==> src/rtl/stopwatch_pkg.sv <==
// ============================================================================
// Module   : stopwatch_pkg
// Brief    : Shared state encodings and decade constants for the stopwatch.
// Revision : 1.0 - initial release
// ============================================================================
`default_nettype none

package stopwatch_pkg;

  typedef enum logic [1:0] {
    S_IDLE  = 2'b00,
    S_RUN   = 2'b01,
    S_PAUSE = 2'b10
  } state_e;

  localparam logic [3:0] BCD_MAX    = 4'd9;
  localparam int         NUM_DIGITS = 4;

endpackage

`default_nettype wire

==> src/rtl/stopwatch_ctrl_bcd_digit.sv <==
// ============================================================================
// Module   : bcd_digit
// Brief    : One decimal decade; wraps 9->0 and raises carry while doing so.
// Revision : 1.0 - initial release
// ============================================================================
`default_nettype none

module bcd_digit
  import stopwatch_pkg::*;
(
  input  logic       CLK0,
  input  logic       RST,
  input  logic       clr,
  input  logic       en,
  output logic [3:0] q,
  output logic       carry
);

  logic [3:0] q_q;
  logic [3:0] q_d;

  always_comb begin
    q_d = q_q;
    if (clr) begin
      q_d = 4'd0;
    end else if (en) begin
      q_d = (q_q == BCD_MAX) ? 4'd0 : q_q + 4'd1;
    end
  end

  always_ff @(posedge CLK0 or posedge RST) begin
    if (RST) begin
      q_q <= 4'd0;
    end else begin
      q_q <= q_d;
    end
  end

  assign q     = q_q;
  assign carry = en && (q_q == BCD_MAX);

endmodule

`default_nettype wire

==> src/rtl/stopwatch_ctrl.sv <==
// ============================================================================
// Module   : stopwatch_ctrl
// Brief    : Run/pause/lap/clear control for a 4-decade BCD counter with a
//            one-hot multiplexed digit scan.
// Revision : 1.0 - initial release
// ============================================================================
`default_nettype none

module stopwatch_ctrl
  import stopwatch_pkg::*;
#(
  parameter int PRESCALE = 10,
  parameter int SCAN_DIV = 4
) (
  input  logic        CLK0,
  input  logic        RST,
  input  logic        start_stop,
  input  logic        lap,
  input  logic        clr,
  output logic [15:0] bcd_out,
  output logic        running,
  output logic        lap_held,
  output logic        ovf,
  output logic        tick,
  output logic [3:0]  an_sel,
  output logic [3:0]  digit_out
);

  localparam int PRE_W  = (PRESCALE > 1) ? $clog2(PRESCALE) : 1;
  localparam int SCAN_W = (SCAN_DIV > 1) ? $clog2(SCAN_DIV) : 1;
  localparam logic [PRE_W-1:0]  PRE_LAST  = PRE_W'(PRESCALE - 1);
  localparam logic [SCAN_W-1:0] SCAN_LAST = SCAN_W'(SCAN_DIV - 1);

  state_e              state_q, state_d;
  logic [PRE_W-1:0]    pre_q, pre_d;
  logic [15:0]         lap_q, lap_d;
  logic                lap_held_q, lap_held_d;
  logic                ovf_q, ovf_d;
  logic [SCAN_W-1:0]   scan_q, scan_d;
  logic [3:0]          an_sel_q, an_sel_d;

  logic                tick_now;
  logic                clr_go;
  logic [15:0]         count;
  logic [NUM_DIGITS:0] en_chain;

  assign tick_now    = (state_q == S_RUN) && (pre_q == PRE_LAST);
  assign clr_go      = clr && ((state_q == S_RUN) || (state_q == S_PAUSE));
  assign en_chain[0] = tick_now;

  // Digit clear overrides any increment arriving in the same cycle.
  generate
    for (genvar gi = 0; gi < NUM_DIGITS; gi++) begin : g_digit
      bcd_digit u_digit (
        .CLK0  (CLK0),
        .RST   (RST),
        .clr   (clr_go),
        .en    (en_chain[gi]),
        .q     (count[4*gi +: 4]),
        .carry (en_chain[gi+1])
      );
    end
  endgenerate

  always_comb begin
    state_d    = state_q;
    pre_d      = pre_q;
    lap_d      = lap_q;
    lap_held_d = lap_held_q;
    ovf_d      = ovf_q | en_chain[NUM_DIGITS];

    case (state_q)
      S_IDLE: begin
        pre_d = '0;
        if (start_stop) begin
          state_d = S_RUN;
        end
      end
      S_RUN: begin
        // A pausing cycle freezes the prescaler unless it is wrapping on a tick.
        if (tick_now) begin
          pre_d = '0;
        end else if (!start_stop) begin
          pre_d = pre_q + PRE_W'(1);
        end
        if (start_stop) begin
          state_d = S_PAUSE;
        end else if (lap) begin
          if (!lap_held_q) begin
            lap_d      = count;
            lap_held_d = 1'b1;
          end else begin
            lap_held_d = 1'b0;
          end
        end
      end
      S_PAUSE: begin
        if (start_stop) begin
          state_d = S_RUN;
        end else if (lap) begin
          lap_held_d = 1'b0;
        end
      end
      default: begin
        state_d = S_IDLE;
        pre_d   = '0;
      end
    endcase

    if (clr_go) begin
      state_d    = S_IDLE;
      pre_d      = '0;
      lap_held_d = 1'b0;
      ovf_d      = 1'b0;
    end
  end

  always_comb begin
    scan_d   = scan_q + SCAN_W'(1);
    an_sel_d = an_sel_q;
    if (scan_q == SCAN_LAST) begin
      scan_d   = '0;
      an_sel_d = {an_sel_q[2:0], an_sel_q[3]};
    end
  end

  always_ff @(posedge CLK0 or posedge RST) begin
    if (RST) begin
      state_q    <= S_IDLE;
      pre_q      <= '0;
      lap_q      <= 16'h0000;
      lap_held_q <= 1'b0;
      ovf_q      <= 1'b0;
      scan_q     <= '0;
      an_sel_q   <= 4'b0001;
    end else begin
      state_q    <= state_d;
      pre_q      <= pre_d;
      lap_q      <= lap_d;
      lap_held_q <= lap_held_d;
      ovf_q      <= ovf_d;
      scan_q     <= scan_d;
      an_sel_q   <= an_sel_d;
    end
  end

  assign bcd_out  = lap_held_q ? lap_q : count;
  assign running  = (state_q == S_RUN);
  assign lap_held = lap_held_q;
  assign ovf      = ovf_q;
  assign tick     = tick_now;
  assign an_sel   = an_sel_q;

  always_comb begin
    digit_out = bcd_out[3:0];
    case (an_sel_q)
      4'b0010: digit_out = bcd_out[7:4];
      4'b0100: digit_out = bcd_out[11:8];
      4'b1000: digit_out = bcd_out[15:12];
      default: digit_out = bcd_out[3:0];
    endcase
  end

endmodule

`default_nettype wire

==> config.mk <==
export PLATFORM = sky130hd
export DESIGN_NAME = stopwatch_ctrl
export DESIGN_NICKNAME = d
export VERILOG_FILES = /design/src/rtl/stopwatch_pkg.sv /design/src/rtl/stopwatch_ctrl_bcd_digit.sv /design/src/rtl/stopwatch_ctrl.sv
export SDC_FILE = /design/constraint.sdc
export NUM_CORES = 1
export LEC_CHECK = 0
export CORE_UTILIZATION = 50
export CTS_CLUSTER_SIZE = 25
export DETAILED_ROUTE_END_ITERATION = 12
export PLACE_DENSITY = 0.74
export SYNTH_ARGS = -nofsm -noshare
export SYNTH_HDL_FRONTEND = slang
export SYNTH_SLANG_ARGS = --single-unit
==> constraint.sdc <==
create_clock -name CLK0 -period 2.1 [get_ports CLK0]
set_clock_uncertainty 0.05 [all_clocks]
set_input_delay 0.525 -clock CLK0 [delete_from_list [all_inputs] [get_ports CLK0]]
set_output_delay 0.525 -clock CLK0 [all_outputs]
set_load 0.01 [all_outputs]
==> impl_metrics.yaml, run 1 <==
sta:
  postLayoutSetupSlackWorst_ns: -0.3244
  fmaxAchievable_ghz: 0.4125
  finalHoldWorstSlack_ns: 0.4009
  rsz0062_at_grt: "true"
  relSlewSlack_pct: 58.77
  actual_slew_at_the_worst_max_slew_pin_ns: 0.6147
  timing.setup.tns_ns: -1.356
  timing.final.max_slew_violations: 0
  post-route-min-period_ns: 2.424
  report.final.setup_viol: 12
  timing.final.hold_violations: 0
  layout_worst_path_cycle_share_pct: 115.4
drt:
  first_iter_violations: 175
  drt_pass1_iterations: 4
  drt-vias-per-instance: 5.760
  route.vias.total: 2517
  wl_met2_mm: 3.980
  routed_wirelength_mm: 7.986
  met3RoutedLength_um: 439
  routedWlPerCell_um: 18.27
  routed.top_layer: "met4"
  antenna_violating_nets_post_route: 0
  wirelength_met1_mm: 3.409
  detailed_route_drc_error_count: 0
global_routing:
  grt_first_pass_wirelength_mm: 11.17
  grt_max_degree: 25
  gr-usage-all-layers_pct: 27.01
  antenna_violations_before_repair: 0
  global_route.overflow_total: 0
  first_global_vias: 2325
synth:
  post_synth_cell_types: 41
  dominantRegCellSynth: "sky130_fd_sc_hd__dfrtp_1"
  netlist_instances: 279
  mappedNetlistArea_sq_um: 2610
  sequential_fraction_of_the_synthesis_area_pct: 44.15
  synth_seq_cells: 46
  synth-edff-count: 0
  ys_async_sr_fraction_pct: 100.0
  synth.avg_cell_area_sq_um: 9.355
  syn_nets: 299
  yosysWarningCount: 0
cells_and_area:
  instances_no_fill: 437
  layout_commonest_cell: "sky130_fd_sc_hd__dfrtp_1"
  syn_to_final_growth_pct: 46.79
  finish.utilization_pct: 78.51
  drive_gt1_share_pct: 37.03
  layout_common_cells: "sky130_fd_sc_hd__dfrtp_1, sky130_fd_sc_hd__buf_4, sky130_fd_sc_hd__nand2_1, sky130_fd_sc_hd__buf_6, sky130_fd_sc_hd__o21ai_0"
  design.final.nets: 389
  area_of_all_placed_cells_without_fillers_sq_um: 3831
  antenna_cells: 0
worst_setup_path:
  cpPeakStageDelay_ns: 0.42
  worst-path-max-fanout: 6
  ff2ff_path_depth: 7
  worst_path_dominant_cell_family: "buffers and inverters"
  crit_path_top_delay_cell: "sky130_fd_sc_hd__dfrtp_1"
  reg2reg_setup_slack_ns: 0.09
  critPathBufInv: 3
  reg2reg_to: "g_digit[3].u_digit.q[2]"
  crit_chain: "buf_4 -> nor2_1 -> nand2_1 -> a21oi_2 -> buf_4 -> mux2i_1 -> buf_2"
  critPathLaunchType: "flip-flop"
  r2r_start: "g_digit[2].u_digit.q[1]"
  crit_type: "flip-flop to primary output"
  crit_path_frequent_cell: "sky130_fd_sc_hd__buf_4"
  endpoint_kind: "primary output"
  critical_path_required_ns: 1.52
  arrival_ns: 1.85
placed_design:
  numPortBuffers: 32
  hpwlAfterDp_mm: 4.617
  place_inst: 410
  routabilityCongestion: 0.8556
  post_dp_cell_area_sq_um: 3327
  place_ws_ns: -0.2178
power:
  powerDensity_nw_per_um2: 839.4
  power.combinational.fraction_pct: 44.0
  power.leakage_nw: 1.871
  worst_ir_drop_vdd_mv: 0.4991
  p_total_mw: 3.216
  power_switching_share_pct: 36.45
  sequentialPowerShare_pct: 38.3
  netSwitchingPower_mw: 1.172
  power.internal_mw: 2.044
  clock_power_share_pct: 17.8
clocking:
  clock_sink_count: 46
  cts_bufs_inserted: 5
  cts_root_buffer: "sky130_fd_sc_hd__clkbuf_8"
  tritoncts: "built"
  cts_hold_repair.buffers: 0
  path_clk_slew_ns: 0.09
  clock_latency_on_the_worst_skew_pair_ns: 0.31
  cts_max_level: 2
  clockBufferDepth: 2
status:
  run_status: "complete, but fails checks"
  failed_checks: "negative setup slack"
die:
  num_io_pins: 33
  die_area_sq_um: 5513
  fp.dieH_um: 74.25
  initial_utilization_pct: 53.49
  dieWidth_um: 74.25
  floorplan.rows: 25
  core_area_sq_um: 4880
flow_run:
  max-cap-violations: 0
min_path:
  worst_hold_path_type: "flip-flop to flip-flop"
  source_of_the_worst_hold_timing_path: "scan_q[0]"
  whs_path_depth: 1
  hold_path_end: "scan_q[0]"
-- logic make-up after synthesis --
group,Yosys count,share of synthesized area [%]
xor+xnor,1,0.3356
simple gates,94,19.03
mux,26,10.35
flops,46,44.15
buf+inv,37,5.561
fa+ha+maj,15,7.191
compound gates,60,13.38
-- worst max-delay path by stage --
| stage | startpoint | to | slack, ns | cells after the start |
|---|---|---|---|---|
| after detailed placement | an_sel[1] | digit_out[2] | -0.22 | 5 |
| after global routing | an_sel[3] | digit_out[1] | -0.37 | 7 |
| after CTS | lap_held | digit_out[1] | -0.23 | 7 |
| final | an_sel[3] | digit_out[1] | -0.32 | 7 |
| after global placement | lap_held | digit_out[2] | -0.17 | 6 |
| after floorplan | lap_held | digit_out[0] | 0.003 | 6 |
-- registers in the layout, summed over array words and instances, names as in the netlist --
register	cells
g_digit.u_digit.q	16
lap_q	16
an_sel	4
pre_q	4
scan_q	2
state_q	2
lap_held	1
ovf	1
-- per-layer routing --
layer | vias up | GRT usage (%)
met2 | 91 | 45.76
met1 | 1251 | 36.24
met3 | 18 | 4.607
li1 | 1157 | -
met4 | 0 | 6.918
met5 | - | 0
-- cell type report --
class / instances / area (sq um)
Fill cell: 295 / 1049
Inverter: 24 / 91.34
Timing Repair Buffer: 96 / 855.8
Sequential cell: 46 / 1154
Tap cell: 67 / 83.83
Clock inverter: 1 / 5.005
Multi-Input combinational cell: 196 / 1555
Clock buffer: 7 / 86.33
-- cell usage after synthesis, types with 2 or more instances --
cell type / instances / area [sq um]
sky130_fd_sc_hd__mux2_2: 8 / 90.09
sky130_fd_sc_hd__a21o_1: 2 / 15.01
sky130_fd_sc_hd__nand3_1: 6 / 30.03
sky130_fd_sc_hd__nand4_1: 2 / 12.51
sky130_fd_sc_hd__and2_1: 2 / 12.51
sky130_fd_sc_hd__dfrtp_1: 45 / 1126
sky130_fd_sc_hd__nor3_1: 5 / 25.02
sky130_fd_sc_hd__nand2b_1: 6 / 37.54
sky130_fd_sc_hd__inv_1: 23 / 86.33
sky130_fd_sc_hd__or3_1: 7 / 43.79
sky130_fd_sc_hd__and3b_1: 4 / 35.03
sky130_fd_sc_hd__clkbuf_1: 8 / 30.03
sky130_fd_sc_hd__nor2_1: 19 / 71.32
sky130_fd_sc_hd__o41ai_1: 2 / 17.52
sky130_fd_sc_hd__o22ai_1: 4 / 25.02
sky130_fd_sc_hd__nand2_1: 27 / 101.4
sky130_fd_sc_hd__nor2b_1: 5 / 31.28
sky130_fd_sc_hd__o21ai_0: 24 / 120.1
sky130_fd_sc_hd__mux2i_1: 18 / 180.2
sky130_fd_sc_hd__nor4_1: 5 / 31.28
sky130_fd_sc_hd__or4_1: 2 / 15.01
sky130_fd_sc_hd__a21oi_1: 19 / 95.09
sky130_fd_sc_hd__ha_1: 15 / 187.7
sky130_fd_sc_hd__buf_2: 4 / 20.02
-- power groups by stage --
stage / Clock [mW] / Combinational (mW) / Sequential, mW
after global routing: 0.616 / 1.49 / 1.25
after global placement: 0 / 0.929 / 1.15
after detailed placement: 0 / 0.953 / 1.16
after CTS: 0.568 / 1.27 / 1.21
after floorplan: 0 / 0.563 / 1.13
final: 0.572 / 1.41 / 1.23
-- timing repair --
item                                    CTS  global route
endpoints found under the setup margin   22            21
gates resized for setup                 123            39
gates cloned                              1             0
hold endpoints to repair                  0             0
buffers inserted                         11            10
pin swaps                                 3             3
(Power assumes the default switching activity.)
==> run 2: changes to the inputs <==
--- a/config.mk
+++ b/config.mk
@@ -5,10 +5,10 @@
 export SDC_FILE = /design/constraint.sdc
 export NUM_CORES = 1
 export LEC_CHECK = 0
-export CORE_UTILIZATION = 50
+export CORE_UTILIZATION = 55
 export CTS_CLUSTER_SIZE = 25
 export DETAILED_ROUTE_END_ITERATION = 12
-export PLACE_DENSITY = 0.74
+export PLACE_DENSITY = 0.8
 export SYNTH_ARGS = -nofsm -noshare
 export SYNTH_HDL_FRONTEND = slang
 export SYNTH_SLANG_ARGS = --single-unit
==> run 2 against run 1 <==
Compared with the run above: the run still ends with negative setup slack left; register-to-register slack worse by 0.02 ns; final area is 0.62% higher; sequential power barely moved; via count grew 4.9%; combinational power grew 3%; critical path type unchanged; critical endpoint is now digit_out[2]; largest cell class unchanged; highest routed layer unchanged.
==> impl_metrics.yaml, run 2 (synthesized netlist as in run 1, its figures left out) <==
status:
  run_status: "complete, but fails checks"
  failed_checks: "negative setup slack"
worst_setup_path:
  endpoint_kind: "primary output"
  critPathLaunchType: "flip-flop"
  ff2ff_path_depth: 8
  crit_chain: "nand2b_1 -> a21o_1 -> a21oi_2 -> buf_4 -> mux2i_1 -> buf_2"
  worst-path-max-fanout: 4
  reg2reg_setup_slack_ns: 0.07
  cpPeakStageDelay_ns: 0.44
  reg2reg_to: "g_digit[3].u_digit.q[2]"
  arrival_ns: 1.85
  crit_type: "flip-flop to primary output"
  r2r_start: "pre_q[1]"
  crit_path_top_delay_cell: "sky130_fd_sc_hd__dfrtp_1"
  critical_path_required_ns: 1.52
  worst_path_dominant_cell_family: "flip-flops"
  critPathBufInv: 2
cells_and_area:
  design.final.nets: 389
  instances_no_fill: 422
  syn_to_final_growth_pct: 47.70
  drive_gt1_share_pct: 37.57
  layout_common_cells: "sky130_fd_sc_hd__dfrtp_1, sky130_fd_sc_hd__buf_4, sky130_fd_sc_hd__buf_6, sky130_fd_sc_hd__nand2_1, sky130_fd_sc_hd__o21ai_0"
  layout_commonest_cell: "sky130_fd_sc_hd__dfrtp_1"
  antenna_cells: 0
placed_design:
  hpwlAfterDp_mm: 4.553
  place_inst: 397
  numPortBuffers: 32
  routabilityCongestion: 0.8362
drt:
  drt-vias-per-instance: 6.258
  route.vias.total: 2641
  antenna_violating_nets_post_route: 0
  detailed_route_drc_error_count: 0
  routedWlPerCell_um: 20.25
  first_iter_violations: 313
  drt_pass1_iterations: 7
  routed_wirelength_mm: 8.547
global_routing:
  global_route.overflow_total: 0
  global_route_layer_with_the_greatest_usage: "met2"
  gr-usage-all-layers_pct: 33.36
  grt_max_degree: 47
  first_global_vias: 2522
  grt_use_met3_pct: 6.553
  grt_first_pass_wirelength_mm: 12.70
  grt_use_met2_pct: 56.73
  grt_use_met1_pct: 41.62
  antenna_violations_before_repair: 0
power:
  p_total_mw: 3.380
  power_switching_share_pct: 34.72
  power.leakage_nw: 1.871
  powerDensity_nw_per_um2: 876.9
  worst_ir_drop_vdd_mv: 0.6437
  netSwitchingPower_mw: 1.174
  power.internal_mw: 2.207
  power.combinational.fraction_pct: 42.8
  clock_power_share_pct: 20.7
  sequentialPowerShare_pct: 36.5
min_path:
  hold_path_end: "scan_q[0]"
  whs_path_depth: 1
  worst_hold_path_type: "flip-flop to flip-flop"
  source_of_the_worst_hold_timing_path: "scan_q[0]"
die:
  core_area_sq_um: 4444
  dieWidth_um: 70.89
  floorplan.rows: 24
  fp.dieH_um: 70.89
  die_area_sq_um: 5025
  num_io_pins: 33
  initial_utilization_pct: 58.73
clocking:
  tritoncts: "built"
  cts_max_level: 2
  path_clk_slew_ns: 0.08
  cts_bufs_inserted: 5
  clock_latency_on_the_worst_skew_pair_ns: 0.31
  clock_sink_count: 46
  clockBufferDepth: 2
  cts_root_buffer: "sky130_fd_sc_hd__clkbuf_8"
  cts_hold_repair.buffers: 0
sta:
  rsz0062_at_grt: "true"
  timing.final.hold_violations: 0
  report.final.setup_viol: 16
  post-route-min-period_ns: 2.429
  relSlewSlack_pct: 66.81
  postLayoutSetupSlackWorst_ns: -0.3290
  actual_slew_at_the_worst_max_slew_pin_ns: 0.4934
  fmaxAchievable_ghz: 0.4117
  layout_worst_path_cycle_share_pct: 115.7
  timing.final.max_slew_violations: 0
  timing.setup.tns_ns: -2.124
flow_run:
  max-cap-violations: 0
run 2: cell count changes in the layout (fill, tap and decap cells not counted), moves of 2 or more:
cell / previous run / this run
sky130_fd_sc_hd__buf_12: 2 / 4
sky130_fd_sc_hd__buf_2: 12 / 7
sky130_fd_sc_hd__buf_4: 42 / 40
sky130_fd_sc_hd__buf_6: 24 / 30
sky130_fd_sc_hd__inv_1: 16 / 13
sky130_fd_sc_hd__inv_2: 6 / 8
sky130_fd_sc_hd__mux2i_2: 1 / 3
sky130_fd_sc_hd__mux2i_4: 13 / 11
run 2: per-layer routing:
metal  part of all wire (%)  wire, um
met1                     38      3208
met2                     48      4124
met3                    7.6       652
met4                    6.6       561
met5                      0         0
run 2: repair_timing:
action / in CTS / in global routing
pin swaps: 5 / 3
setup endpoints to repair: 23 / 24
buffers inserted: 14 / 6
gates resized for setup: 126 / 39
gates cloned: 1 / 0
run 2: cell type report:
cell class / instances / area, sq um
multi-input cells: 196 / 1510
clock inverters: 1 / 30.03
flip-flops and latches: 46 / 1155
fillers: 213 / 589.3
clock buffers: 7 / 86.33
repair buffers: 96 / 914.6
well taps: 52 / 65.06
inverters: 24 / 93.84
run 2: worst max path at each step:
stage,end,cells past startpoint,slack [ns],start
finish,digit_out[2],6,-0.33,an_sel[3]
global route,digit_out[0],7,-0.46,lap_held
CTS,digit_out[2],7,-0.26,lap_held
detailed placement,digit_out[2],5,-0.25,an_sel[3]
global placement,digit_out[3],6,-0.20,lap_held
floorplan,digit_out[0],6,0.003,lap_held
run 2: through the flow:
stage	utilization [%]	instance area [sq um]	hold WS [ns]	setup WS, ns
5_1_grt	86.74	3855	0.4273	-0.4619
4_1_cts	83.05	3691	0.4006	-0.2589
3_5_place_dp	75.34	3348	0.3890	-0.2533
2_1_floorplan	-	2614	0.3531	0.003173
6_report	86.74	3855	0.4017	-0.3290
3_3_place_gp	75.34	3348	0.3664	-0.1952
run 2: power groups by stage:
stage	sequential, mW	combinational [mW]	clock [mW]
final	1.23	1.45	0.700
after global routing	1.24	1.54	0.745
after CTS	1.20	1.32	0.699
after detailed placement	1.16	1.01	0
after global placement	1.15	0.973	0
after floorplan	1.13	0.563	0
